`src/rtl/vram_pkg.sv`:
```
// Shared widths, default starvation limit and controller state encoding
// for the VRAM host port.
package vram_pkg;

  localparam int VRAM_ADDR_W       = 13;
  localparam int VRAM_DATA_W       = 8;
  localparam int VRAM_STARVE_LIMIT = 8;

  typedef enum logic [1:0] {
    ST_IDLE   = 2'd0,
    ST_PEND   = 2'd1,
    ST_RDWAIT = 2'd2
  } vram_state_e;

endpackage

```
`src/rtl/vram_host_port_host_req_latch.sv`:
```
// Host request capture: hostSelect edge detect, single pending slot and the
// sticky overrun flag for requests that arrive while the slot is occupied.
module host_req_latch
  import vram_pkg::*;
#(
  parameter int ADDR_W = VRAM_ADDR_W,
  parameter int DATA_W = VRAM_DATA_W
) (
  input  logic              clk,
  input  logic              rst,
  input  logic              host_select,
  input  logic              host_rd,
  input  logic [ADDR_W-1:0] host_addr,
  input  logic [DATA_W-1:0] host_wr_data,
  input  logic              consume,
  output logic              accept,
  output logic              pending,
  output logic              req_rd,
  output logic [ADDR_W-1:0] req_addr,
  output logic [DATA_W-1:0] req_wr_data,
  output logic              overrun
);

  logic              sel_q, sel_d;
  logic              pending_q, pending_d;
  logic              rd_q, rd_d;
  logic [ADDR_W-1:0] addr_q, addr_d;
  logic [DATA_W-1:0] data_q, data_d;
  logic              overrun_q, overrun_d;
  logic              capture;

  always_comb begin
    capture   = host_select && !sel_q;
    // the slot frees in the same cycle it is consumed, so a new edge then is kept
    accept    = capture && (!pending_q || consume);
    sel_d     = host_select;
    pending_d = pending_q;
    rd_d      = rd_q;
    addr_d    = addr_q;
    data_d    = data_q;
    overrun_d = overrun_q;
    if (consume) pending_d = 1'b0;
    if (accept) begin
      pending_d = 1'b1;
      rd_d      = host_rd;
      addr_d    = host_addr;
      data_d    = host_wr_data;
    end else if (capture) begin
      overrun_d = 1'b1;
    end
  end

  always_ff @(posedge clk or posedge rst) begin
    if (rst) begin
      sel_q     <= 1'b0;
      pending_q <= 1'b0;
      rd_q      <= 1'b0;
      addr_q    <= '0;
      data_q    <= '0;
      overrun_q <= 1'b0;
    end else begin
      sel_q     <= sel_d;
      pending_q <= pending_d;
      rd_q      <= rd_d;
      addr_q    <= addr_d;
      data_q    <= data_d;
      overrun_q <= overrun_d;
    end
  end

  assign pending     = pending_q;
  assign req_rd      = rd_q;
  assign req_addr    = addr_q;
  assign req_wr_data = data_q;
  assign overrun     = overrun_q;

endmodule

```
`src/rtl/vram_host_port.sv`:
```
// Single-port VRAM arbiter: display fetches always win, host requests wait in
// one pending slot. VRAM_HOST_STARVE_GUARD_EN bounds host waiting under load.
module vram_host_port
  import vram_pkg::*;
#(
  parameter int ADDR_W       = VRAM_ADDR_W,
  parameter int DATA_W       = VRAM_DATA_W,
  parameter int STARVE_LIMIT = VRAM_STARVE_LIMIT
) (
  input  logic              clk,
  input  logic              rst,
  input  logic              hostSelect,
  input  logic              hostRd,
  input  logic [ADDR_W-1:0] hostAddr,
  input  logic [DATA_W-1:0] hostWrData,
  output logic [DATA_W-1:0] hostRdData,
  output logic              hostOverrun,
  input  logic              dispReq,
  input  logic [ADDR_W-1:0] dispAddr,
  output logic              dispGrant,
  output logic              dispValid,
  output logic [DATA_W-1:0] dispRdData,
  output logic [ADDR_W-1:0] ramAddr,
  output logic [DATA_W-1:0] ramWrData,
  output logic              ramWe,
  input  logic [DATA_W-1:0] ramRdData
);

  logic              req_accept, req_pending, req_rd;
  logic [ADDR_W-1:0] req_addr;
  logic [DATA_W-1:0] req_wr_data;
  logic              consume, in_pend, host_grant, starve;
  vram_state_e       state_q, state_d;
  logic [DATA_W-1:0] host_rd_data_q, host_rd_data_d;
  logic              disp_valid_q, disp_valid_d;

  host_req_latch #(.ADDR_W(ADDR_W), .DATA_W(DATA_W)) u_req (
    .clk         (clk),
    .rst         (rst),
    .host_select (hostSelect),
    .host_rd     (hostRd),
    .host_addr   (hostAddr),
    .host_wr_data(hostWrData),
    .consume     (consume),
    .accept      (req_accept),
    .pending     (req_pending),
    .req_rd      (req_rd),
    .req_addr    (req_addr),
    .req_wr_data (req_wr_data),
    .overrun     (hostOverrun)
  );

`ifdef VRAM_HOST_STARVE_GUARD_EN
  localparam int CNT_W = $clog2(STARVE_LIMIT + 1);
  logic [CNT_W-1:0] starve_cnt_q, starve_cnt_d;

  assign starve = (starve_cnt_q == CNT_W'(STARVE_LIMIT));

  always_comb begin
    starve_cnt_d = starve_cnt_q;
    if (!in_pend || host_grant) starve_cnt_d = '0;
    else if (dispReq && !starve) starve_cnt_d = starve_cnt_q + CNT_W'(1);
  end

  always_ff @(posedge clk or posedge rst) begin
    if (rst) starve_cnt_q <= '0;
    else     starve_cnt_q <= starve_cnt_d;
  end
`else
  // never true: without the guard the display always wins
  assign starve = (STARVE_LIMIT < 0);
`endif

  always_comb begin
    in_pend    = (state_q == ST_PEND) && req_pending;
    host_grant = in_pend && (!dispReq || starve);
    dispGrant  = dispReq && !(in_pend && starve);
    ramWe      = host_grant && !req_rd;
    ramAddr    = host_grant ? req_addr : dispAddr;
    ramWrData  = req_wr_data;
    consume    = ramWe || (state_q == ST_RDWAIT);
  end

  always_comb begin
    state_d        = state_q;
    host_rd_data_d = host_rd_data_q;
    disp_valid_d   = dispGrant;
    case (state_q)
      ST_IDLE: if (req_accept) state_d = ST_PEND;
      ST_PEND: begin
        if (host_grant) begin
          if (req_rd) state_d = ST_RDWAIT;
          else        state_d = req_accept ? ST_PEND : ST_IDLE;
        end
      end
      ST_RDWAIT: begin
        host_rd_data_d = ramRdData;
        state_d        = req_accept ? ST_PEND : ST_IDLE;
      end
      default: state_d = ST_IDLE;
    endcase
  end

  always_ff @(posedge clk or posedge rst) begin
    if (rst) begin
      state_q        <= ST_IDLE;
      host_rd_data_q <= '0;
      disp_valid_q   <= 1'b0;
    end else begin
      state_q        <= state_d;
      host_rd_data_q <= host_rd_data_d;
      disp_valid_q   <= disp_valid_d;
    end
  end

  assign hostRdData = host_rd_data_q;
  assign dispValid  = disp_valid_q;
  assign dispRdData = ramRdData;

endmodule

```
`config.mk`:
```
export PLATFORM = sky130hd
export DESIGN_NAME = vram_host_port
export DESIGN_NICKNAME = d
export VERILOG_FILES = /design/src/rtl/vram_pkg.sv /design/src/rtl/vram_host_port_host_req_latch.sv /design/src/rtl/vram_host_port.sv
export SDC_FILE = /design/constraint.sdc
export NUM_CORES = 1
export LEC_CHECK = 0
export BUFFER_PORTS_ARGS = -buffer_cell sky130_fd_sc_hd__buf_2
export CORE_MARGIN = 2
export CORE_UTILIZATION = 44
export CTS_CLUSTER_DIAMETER = 50
export DETAILED_ROUTE_END_ITERATION = 10
export PLACE_DENSITY = 0.75
export SYNTH_ARGS = -nofsm -noshare
export SYNTH_HDL_FRONTEND = slang
export SYNTH_HIERARCHICAL = 1
export SYNTH_SLANG_ARGS = --single-unit
```
`constraint.sdc`:
```
create_clock -name clk -period 6.6 [get_ports clk]
set_clock_uncertainty 0.1 [all_clocks]
set_input_delay 1.32 -clock clk [delete_from_list [all_inputs] [get_ports clk]]
set_output_delay 1.32 -clock clk [all_outputs]
set_load 0.05 [all_outputs]
```
==> results of run 1 <==
## area by class of cell
| type | count | area [sq um] | share of cell area |
|---|---|---|---|
| sequential | 36 | 901 | 0.411 |
| clock buffer | 6 | 72.6 | 0.0331 |
| inverter | 4 | 15.0 | 0.00685 |
| timing repair buffer | 87 | 435 | 0.199 |
| multi-input combinational | 58 | 702 | 0.320 |
| clock inverter | 1 | 5.00 | 0.00228 |
| tap | 48 | 60.1 | 0.0274 |
## worst register-to-register path: cells and delay by family, from the launching register on
family | cells | cell delay [ns]
simple gates | 3 | 1.67
compound gates | 1 | 0.71
mux | 1 | 0.42
flops | 1 | 0.40
## cells in the final DEF (no fill, tap or decap)
cell	netlist	layout
nor2b_1	1	1
o21ai_0	1	1
nor2b_4	1	1
nand2b_1	2	2
buf_2	1	87
nor2_4	1	1
clkbuf_8	0	5
and2b_2	1	1
or2b_1	1	1
a31o_2	1	1
nand2b_4	1	1
a221o_1	1	1
dfrtp_1	36	36
mux2_2	17	17
nor2_1	3	3
mux2_4	26	26
clkbuf_1	0	1
nand4bb_1	1	1
clkinv_2	0	1
inv_1	4	4
## report_power, final
part / internal (W) / switching (W) / total (W)
Sequential: 0.000321 / 0.0000571 / 0.000378
Clock: 0.0000717 / 0.0000715 / 0.000143
Combinational: 0.000214 / 0.000349 / 0.000564
Total: 0.000607 / 0.000478 / 0.00109
## registers in the layout (all words and copies together), names as in the netlist
signal and count:
dispValid 1, hostRdData 8, state_q 2, u_req/overrun 1, u_req/pending 1, u_req/req_addr 13
u_req/req_rd 1, u_req/req_wr_data 8, u_req/sel_q 1
## stage by stage
stage	total power, W	util	area, sq um
floorplan	0.000848	-	1760
global placement	0.000930	0.565	2110
detailed placement	0.000951	0.565	2110
CTS	0.00110	0.585	2190
global route	0.00114	0.585	2190
finish	0.00109	0.585	2190
## logic make-up (layout without fill, tap and decap cells)
kind of cell	after synthesis	after routing	synth area share
simple gates	12	12	0.0547
compound gates	3	3	0.0135
buf+inv	18	98	0.0902
mux	43	43	0.330
flops	36	36	0.511
## worst min-delay path by stage
stage                              end  slack, ns               start  cells past startpoint
floorplan           u_req/req_addr[12]       0.38  u_req/req_addr[12]                      1
global placement         u_req/overrun       0.35       u_req/overrun                      1
detailed placement       u_req/overrun       0.36       u_req/overrun                      1
CTS                      u_req/overrun       0.38       u_req/overrun                      1
global route             u_req/overrun       0.41       u_req/overrun                      1
finish                   u_req/overrun       0.37       u_req/overrun                      1
## layer usage
layer | global-route usage | routed length [um] | up-vias
li1 | - | - | 529
met1 | 0.195 | 1320 | 547
met2 | 0.277 | 1660 | 59
met3 | 0.0350 | 273 | 4
met4 | 0.0765 | 38 | 0
met5 | 0 | 0 | -
## synthesized netlist by cell type, types with 2 or more instances
cell type / instances
mux2_4: 26
nor2_1: 3
buf_12: 3
nand2b_1: 2
dfrtp_1: 36
mux2_2: 17
inv_1: 4
buf_4: 9
==> impl_metrics.tcl, run 1 <==
set metrics [dict create \
    status "finished, final reports clean" \
    drc 0 \
    ys_top_cells_by_area "dfrtp_1 51%, mux2_4 22%, mux2_2 11%" \
    gp_congestion 0.688 \
    grt_pass1_wl_um 5360 \
    diodes 0 \
    worstMarginPinSlew_ns 1.01 \
    slew_violations 0 \
    ir_worst_vdd_mv 0.253 \
    slowest_stage "nand4bb_1" \
    worst_skew_pair.late_latency_ns 0.28 \
    avgSynthCellArea_sq_um 15.7 \
    powerDensity_mw_per_mm2 495 \
    hold_ws_ns 0.373 \
    rows 22 \
    crit_buf_inv 2 \
    syn_to_final_growth_pct 24.4 \
    period_share 0.688 \
    io_buffers 87 \
    stdcell_count 240 \
    dpl.hpwl_um 2480 \
    crit_required_ns 5.18 \
    crit_type "input port to output pin" \
    io_pins 88 \
    ctsLongestPathBuffers 2 \
    drt_iter0_drc 22 \
    cts-root-buf "clkbuf_8" \
    slowest_delay_ns 0.87 \
    ff2ff_setup_slack_ns 3.19 \
    ys_types 20 \
    ys_seq_elements 36 \
    synthCells 112 \
    cts_buffers 5 \
    r2r_cells 5 \
    post-cts-setup-buffers 0 \
    relSlewSlack 0.326 \
    yosysTopAreaCell "dfrtp_1" \
    clock.fmax_mhz 220 \
    num_vias 1139 \
    postRouteAntennaNets 0 \
    synthArstFlopShare 1.00 \
    cp-startpoint "dispReq" \
    grt_max_degree 26 \
    regToRegEndpoint "u_req/req_addr[9]" \
    hold_viol 0 \
    leakage_nw 1.15 \
    antenna_found_initial 0 \
    tritoncts "built" \
    rsz0062_at_grt "no" \
    reg2reg_from "state_q[1]" \
    crit_end "ramAddr[6]" \
    wl_per_cell_um 13.7 \
    syn_nets 159 \
    hold_path_class "flip-flop to flip-flop" \
    dieWidth_um 67.3 \
    layout.nets 239 \
    netlist_area_sq_mm 0.00176 \
    routed_wl_um 3290 \
    drv_cap 0 \
    grt.total_usage 0.162 \
    seq_area_frac_synth 0.511 \
    path_depth 4 \
    fin_ws_ns 2.06 \
    die-area_sq_mm 0.00453 \
    cp_top_family "simple AND/OR/NAND/NOR gates" \
    yosys_warnings 6 \
    dpl.cell_count 233 \
    synth_ff_type "dfrtp_1" \
    fp.dieH_um 67.3 \
    grt_pass1_vias 1151 \
    clkSlewWorstSetupHoldPaths_ns 0.07 \
    path_cells "buf_2, nand4bb_1, mux2_4, buf_2" \
    cts_sinks 36 \
    cts_max_level 2 \
    core-area_sq_mm 0.00374 \
    cts_resized 0 \
    synth-edff-count 0 \
    yosysTopAreaCellShare 0.511 \
    fin_tns_setup_ns 0 \
    cp_max_fo 16 \
    fillerInstances 318 \
    cp-start-kind "input port" \
    post-route-min-period_ns 4.54 \
    initial_utilization 0.471 \
    viasPerCell 4.75 \
    end_kind "output pin" \
    pre_cts_slack_ns 1.99 \
    postCtsHoldBufs 0 \
    first_pass_iters 3 \
    cp.arrival_ns 3.12 \
    setup_viol 0 \
    overflow 0 \
    cpMostUsedCell "buf_2" \
    drive_gt1_frac 0.734 \
]
Power figures use the tool's default switching activity.
==> run 2: changes to the inputs <==
Settings changed: CORE_UTILIZATION 44 to 41, PLACE_DENSITY 0.75 to 0.74.
Clock period 6.6 ns to 3.8 ns, I/O delays scaled along.
==> impl_metrics.tcl, run 2 (same netlist as run 1, synthesis figures left out) <==
set metrics [dict create \
    clock.fmax_mhz 367 \
    cpMostUsedCell "buf_2" \
    fin_area_sq_mm 0.00225 \
    cts-root-buf "clkbuf_8" \
    grt.total_usage 0.140 \
    cts_max_level 2 \
    antenna_found_initial 0 \
    tritoncts "built" \
    grt_max_degree 26 \
    postCtsHoldBufs 0 \
    powerDensity_mw_per_mm2 871 \
    slowest_stage "mux2_2" \
    cts_resized 0 \
    io_pins 88 \
    wl_per_cell_um 12.9 \
    postRouteAntennaNets 0 \
    cp.arrival_ns 1.86 \
    rows 23 \
    first_pass_iters 3 \
    worstMarginPinSlew_ns 0.939 \
    status "finished, final reports clean" \
    dieWidth_um 69.6 \
    cts_buffers 5 \
    fin_ws_ns 1.08 \
    hold_path_class "input port to asynchronous set/reset pin" \
    crit_type "input port to output pin" \
    largest_reg_flops 13 \
    initial_utilization 0.434 \
    dpl.hpwl_um 2500 \
    core-area_sq_mm 0.00406 \
    cp_top_family "buffers and inverters" \
    crit_required_ns 2.94 \
    leakage_nw 1.18 \
    setup_viol 0 \
    post-route-min-period_ns 2.72 \
    overflow 0 \
    postPlaceCellArea_sq_mm 0.00214 \
    end_kind "output pin" \
    slowest_delay_ns 0.36 \
    drive_gt1_frac 0.745 \
    die-area_sq_mm 0.00484 \
    cts_sinks 36 \
    relSlewSlack 0.374 \
    layout.nets 242 \
    mostFrequentLayoutCells "87 x buf_2, 36 x dfrtp_1, 26 x mux2_4" \
    crit_buf_inv 3 \
    syn_to_final_growth_pct 27.7 \
    diodes 0 \
    fp.dieH_um 69.6 \
    clkSlewWorstSetupHoldPaths_ns 0.07 \
    hold_viol 0 \
    period_share 0.716 \
    drv_cap 0 \
    post-cts-setup-buffers 0 \
    hold_ws_ns 0.357 \
    viasPerCell 4.50 \
    mostFrequentLayoutCell "buf_2" \
    path_cells "buf_2, nand4bb_1, buf_4, mux2_2, buf_2" \
    ir_worst_vdd_mv 0.351 \
    grt_pass1_vias 1110 \
    cp_max_fo 15 \
    cp-start-kind "input port" \
    slew_violations 0 \
    fin_tns_setup_ns 0 \
    fillerInstances 355 \
    ctsLongestPathBuffers 2 \
    worst_skew_pair.late_latency_ns 0.28 \
    rsz0062_at_grt "no" \
    pre_cts_slack_ns 1.01 \
    drt_iter0_drc 19 \
    io_buffers 87 \
    num_vias 1108 \
    routed_wl_um 3180 \
    gp_congestion 0.707 \
    drc 0 \
    grt_pass1_wl_um 5250 \
]
==> run 2: through the flow <==
step	instances	total power, W	util
finish	246	0.00196	0.554
global route	246	0.00206	0.554
CTS	246	0.00199	0.554
detailed placement	238	0.00165	0.527
global placement	238	0.00163	0.527
floorplan	112	0.00147	-
==> run 2: layout make-up <==
cell class	instances	area [sq um]	area share
clock buffer	5	68.8	0.0306
clock inverter	3	42.5	0.0189
inverter	4	15.0	0.00667
multi-input combinational	58	702	0.312
sequential	36	901	0.400
tap	50	62.6	0.0278
timing repair buffer	90	458	0.204
==> run 2: final timing paths <==
path                            cells after the start           from  slack, ns                   end
worst max-delay path                                5        dispReq       1.08           ramAddr[12]
worst max register to register                      6     state_q[0]       1.44  u_req/req_wr_data[0]
max in group asynchronous                           2            rst       2.43         u_req/pending
worst min-delay path                                2            rst       0.36            state_q[1]
min in group clk                                    1  u_req/overrun       0.39         u_req/overrun
worst min register to register                      1  u_req/overrun       0.39         u_req/overrun
==> run 2: metal layers <==
metal,vias up,part of all wire,track usage
li1,539,-,-
met1,507,0.44,0.175
met2,60,0.46,0.221
met3,2,0.094,0.0407
met4,0,0.0075,0.0654
met5,-,0,0
==> run 2: power by group <==
| part | internal (W) | switching (W) | leakage (nW) |
|---|---|---|---|
| Sequential | 0.000558 | 0.000102 | 0.426 |
| Clock | 0.000194 | 0.000131 | 0.0541 |
| Combinational | 0.000375 | 0.000601 | 0.701 |
| Total | 0.00113 | 0.000834 | 1.18 |
